[src/rtl/seg7_pkg.sv]
// seg7_pkg: shared constants, digit state type and hex glyph table for the seven-segment driver.
package seg7_pkg;
  localparam int DIGITS = 4;
  localparam logic SEL_VALUE = 1'b0;
  localparam logic SEL_CTRL = 1'b1;
  localparam int CTRL_EN = 0;
  localparam int CTRL_DP_LSB = 4;
  localparam logic [15:0] CTRL_MASK = 16'h00F1;
  localparam logic [15:0] CTRL_RESET = 16'h0001;
  typedef enum logic [1:0] {DIG0, DIG1, DIG2, DIG3} digit_t;
  // Active-high gfedcba glyphs, entry 0 at the LSB end
  localparam logic [16*7-1:0] GLYPHS = {
    7'h71, 7'h79, 7'h5E, 7'h39, 7'h7C, 7'h77, 7'h6F, 7'h7F,
    7'h07, 7'h7D, 7'h6D, 7'h66, 7'h4F, 7'h5B, 7'h06, 7'h3F
  };
endpackage

[src/rtl/seg7_display_driver_hex_decoder.sv]
// seg7_hex_decoder: combinational nibble to active-high seven-segment glyph.
module seg7_hex_decoder
  import seg7_pkg::*;
(
  input  logic [3:0] nibble,
  output logic [6:0] glyph
);
  assign glyph = GLYPHS[7*nibble +: 7];
endmodule

[src/rtl/seg7_display_driver.sv]
// seg7_display_driver: CPU-written 4-digit multiplexed seven-segment driver with frame-synchronous commit.
// Optional SEG7_LZ_BLANK_EN enables leading-zero blanking.
module seg7_display_driver
  import seg7_pkg::*;
#(
  parameter int REFRESH_WIDTH = 16
) (
  input  logic        clk,
  input  logic        reset,
  input  logic        io_we,
  input  logic        io_re,
  input  logic        io_sel,
  input  logic [15:0] io_wdata,
  output logic [15:0] io_rdata,
  output logic        io_ack,
  output logic [3:0]  an,
  output logic [7:0]  seg
);
  logic [REFRESH_WIDTH-1:0] count;
  digit_t digit, digit_next;
  logic [15:0] value_sh, ctrl_sh, value_act, ctrl_act, value_sh_next, ctrl_sh_next;
  logic tick, wrap, blank;
  logic [3:0] nibble;
  logic [6:0] glyph;
  assign tick = &count;
  assign wrap = tick && digit == DIG3;
  assign value_sh_next = (io_we && io_sel == SEL_VALUE) ? io_wdata : value_sh;
  assign ctrl_sh_next = (io_we && io_sel == SEL_CTRL) ? (io_wdata & CTRL_MASK) : ctrl_sh;
  assign nibble = 4'(value_act >> {digit, 2'b00});
`ifdef SEG7_LZ_BLANK_EN
  assign blank = digit != DIG0 && (value_act >> {digit, 2'b00}) == 16'h0;
`else
  assign blank = 1'b0;
`endif
  seg7_hex_decoder u_dec (
    .nibble(nibble),
    .glyph (glyph)
  );
  always_comb digit_next = tick ? digit_t'(digit + 2'd1) : digit;
  always_ff @(posedge clk) digit <= reset ? DIG0 : digit_next;
  always_ff @(posedge clk) begin
    if (reset) begin
      count     <= '0;
      value_sh  <= '0;
      value_act <= '0;
      ctrl_sh   <= CTRL_RESET;
      ctrl_act  <= CTRL_RESET;
      io_ack    <= 1'b0;
      io_rdata  <= '0;
      an        <= 4'hF;
      seg       <= 8'hFF;
    end else begin
      count    <= count + 1'b1;
      value_sh <= value_sh_next;
      ctrl_sh  <= ctrl_sh_next;
      // A write landing on the wrap tick is committed in the same frame
      if (wrap) begin
        value_act <= value_sh_next;
        ctrl_act  <= ctrl_sh_next;
      end
      io_ack <= io_we | io_re;
      if (io_we | io_re) io_rdata <= (io_sel == SEL_CTRL) ? ctrl_sh_next : value_sh_next;
      an  <= ctrl_act[CTRL_EN] ? ~(4'b1 << digit) : 4'hF;
      seg <= ctrl_act[CTRL_EN] ? ~{ctrl_act[CTRL_DP_LSB + int'(digit)], blank ? 7'h0 : glyph} : 8'hFF;
    end
  end
endmodule
[config.mk]
export PLATFORM = sky130hd
export DESIGN_NAME = seg7_display_driver
export DESIGN_NICKNAME = d
export VERILOG_FILES = /design/src/rtl/seg7_pkg.sv /design/src/rtl/seg7_display_driver_hex_decoder.sv /design/src/rtl/seg7_display_driver.sv
export SDC_FILE = /design/constraint.sdc
export NUM_CORES = 1
export LEC_CHECK = 0
export CORE_MARGIN = 5
export CORE_UTILIZATION = 41
export DETAILED_ROUTE_END_ITERATION = 16
export SLEW_MARGIN = 0
export SYNTH_ARGS = -nofsm -noshare
export SYNTH_HDL_FRONTEND = slang
export SYNTH_SLANG_ARGS = --single-unit
export TNS_END_PERCENT = 5
[constraint.sdc]
create_clock -name clk -period 2.7 [get_ports clk]
set_input_delay 0.81 -clock clk [delete_from_list [all_inputs] [get_ports clk]]
set_output_delay 0.81 -clock clk [all_outputs]
set_load 0.01 [all_outputs]
==> impl_metrics.ini <==
[synthesis]
ys_top_cells_by_area = dfxtp_1, mux2_2, a21oi_1, nand2_1, mux2i_1
yosysUniqueCellTypes = 38
yosysSeqAreaShare_pct = 47.95
synth_seq_cells = 100
synth_area_sq_um = 4175
synth_cells = 441
synth.avg_cell_area_sq_um = 9.468
yosysWarnings = 0
synth_top_area_share_pct = 47.95
synthesis.nets = 473
yosys.area.top_type = dfxtp_1

[clock_tree]
clkSinkCount = 100
ctsHoldBuffers = 0
htreeDepth = 3
cts_setup_buffers = 0
clk_pin_slew_ps = 90
cts_buffers = 9
cts_root_buffer = clkbuf_8
clk_path_buf_depth = 2
postCtsResizedCells = 0
clk_latency_ps = 360
cts_tree = done

[worst_setup_path]
path_max_fanout = 21
crit_path_end_kind = register
required_ps = 2950
cp_cell_sequence = ha_1 -> nand2_1 -> or4_4 -> or2_4 -> mux2_2
cp-start-kind = register
cpMaxStageDelayCell = or4_4
critical_path_class = reg2reg
max_stage_delay_ps = 570
arrival_ps = 2420

[detailed_routing]
drt_pass1_iterations = 4
first_iter_violations = 141
drt_wl_total_mm = 8.690
drc = 0
via_per_inst = 4.934
via_count = 3059
wl_per_cell_microns = 14.02
ant_nets = 0

[final_layout]
nets = 515
diodes = 0
drive_gt1_share_pct = 12.73
area_delta_synth_final_pct = 19.84
layoutNonFillerInstCount = 620

[die]
io_pins = 50
core_area_sq_um = 9864
die_x_microns = 110.9
rows = 36
floorplan.initialDensity_pct = 42.33
die_area_sq_um = 12300
fp.dieH_microns = 110.9

[grt]
grt_usage_pct = 14.53
grt_pass1_vias = 3007
grt_max_degree = 34
antenna_found_initial = 0
grt_overflow = 0
grt_pass1_wl_mm = 14.58

[timing]
maxSlewHeadroom_pct = 47.08
fin_skew_ps = 15.61
fin_crit_ps = 2177
slew_viol_final = 0
rsz0062_at_grt = no
fmax_mhz = 459.3
final.period_utilization_pct = 80.64
finalSetupViolations = 0
tns_ps = 0
worst_slew_pin_slew_ps = 792.2
hold_viol = 0

[min_path]
hold_path.class = reg2reg

[power_and_ir_drop]
powerDensity_nw_per_um2 = 556.3
leakage_nw = 1.934
irDropWorstVdd_mv = 0.2356
power_w = 0.002783

[outcome]
outcome = finished, final reports clean

[placement]
dp_hpwl_mm = 6.080
gp_congestion = 0.7928
dp_cells = 605
port-buffer-count = 49

[run]
cap_violations = 0
final timing paths:
kind	endpoint	depth (start not counted)	slack, ps	startpoint
max	value_act[12]	5	520	count[0]
min	ctrl_sh[15]	1	470	ctrl_sh[15]
max reg2reg	value_act[12]	5	520	count[0]
min reg2reg	ctrl_sh[15]	1	470	ctrl_sh[15]
power by group:
| part | switching, W | total (W) | internal (W) | leakage (nW) |
|---|---|---|---|---|
| Sequential | 0.0000201 | 0.00153 | 0.00151 | 0.815 |
| Combinational | 0.000116 | 0.000225 | 0.000109 | 1.01 |
| Clock | 0.000507 | 0.00103 | 0.000518 | 0.105 |
per-layer routing:
metal,vias to the layer above,part of all wire (%),GRT usage [%]
li1,1584,-,-
met1,1397,47,18.39
met2,59,45,23.06
met3,19,4.3,3.111
met4,0,2.9,7.882
met5,-,0,0
stage by stage:
step / setup WS, ps / area (sq um) / hold WS, ps / utilization [%]
floorplan: 609.0 / 4175 / 429.5 / -
global placement: 295.6 / 4790 / 442.6 / 48.55
detailed placement: 288.9 / 4790 / 447.0 / 48.55
CTS: 519.6 / 5004 / 473.6 / 50.72
global route: 425.0 / 5004 / 482.6 / 50.72
finish: 522.8 / 5004 / 473.3 / 50.72
synth_stat cells (all sizes together):
cell type,instances
and2,11
o221ai,3
o21ai,3
nor3b,1
o31ai,1
mux4,5
dfxtp,100
nand3b,1
buf,4
xnor2,8
a21oi,43
and3,3
nor4,2
or3,2
inv,10
a211oi,6
nor3,5
o211ai,2
nor2b,25
o311ai,1
o211a,1
mux2i,17
mux2,22
or2,2
nand4,3
a211o,12
nor2,44
or4,1
nand3,11
xor2,3
clkbuf,26
ha,11
nand2b,3
nand2,49
cells in the final DEF (no fill, tap or decap), types with 2 or more instances in the layout:
cell type / count
or3_2: 2
nand2_1: 49
nand4_1: 2
nor3_1: 5
mux2_2: 22
and3_1: 2
mux4_2: 5
xnor2_1: 8
nand2b_1: 3
nand3_1: 11
a21oi_1: 43
ha_1: 11
nor2_1: 44
and2_1: 11
clkbuf_8: 9
clkdlybuf4s50_1: 48
a211oi_1: 6
o21ai_0: 3
mux2i_1: 17
nor4_1: 2
nor2b_1: 25
o221ai_1: 3
bufinv_16: 2
inv_1: 10
dfxtp_1: 100
xor2_1: 3
clkinv_4: 2
buf_4: 12
o211ai_1: 2
a211o_1: 12
area by class of cell:
cell class | instances | area, sq um
well taps | 133 | 166.4
repair buffers | 61 | 575.6
fillers | 931 | 4861
clock inverters | 6 | 90.09
flip-flops and latches | 100 | 2002
multi-input cells | 301 | 2008
clock buffers | 9 | 123.9
inverters | 10 | 37.54
flip-flops by register name, summed over array words and instances, names as in the netlist:
name / flops
count: 16
ctrl_sh: 16
io_rdata: 16
value_act: 16
value_sh: 16
seg: 8
ctrl_act: 5
an: 4
digit: 2
io_ack: 1
cells by family after synthesis:
kind of cell,share of synthesized area (%)
DFF,47.95
and+or+nand+nor,19.06
AOI/OAI and AO/OA,10.73
buffers and inverters,3.956
muxes,12.71
adders and majority gates,3.296
xor gates and xnor gates,2.308
worst max-delay path: cells and delay by family (launching register included):
kind | cells | cell delay, ps
mux | 1 | 310
fa+ha+maj | 1 | 250
flops | 1 | 400
simple gates | 3 | 1100
(Power assumes the default switching activity.)
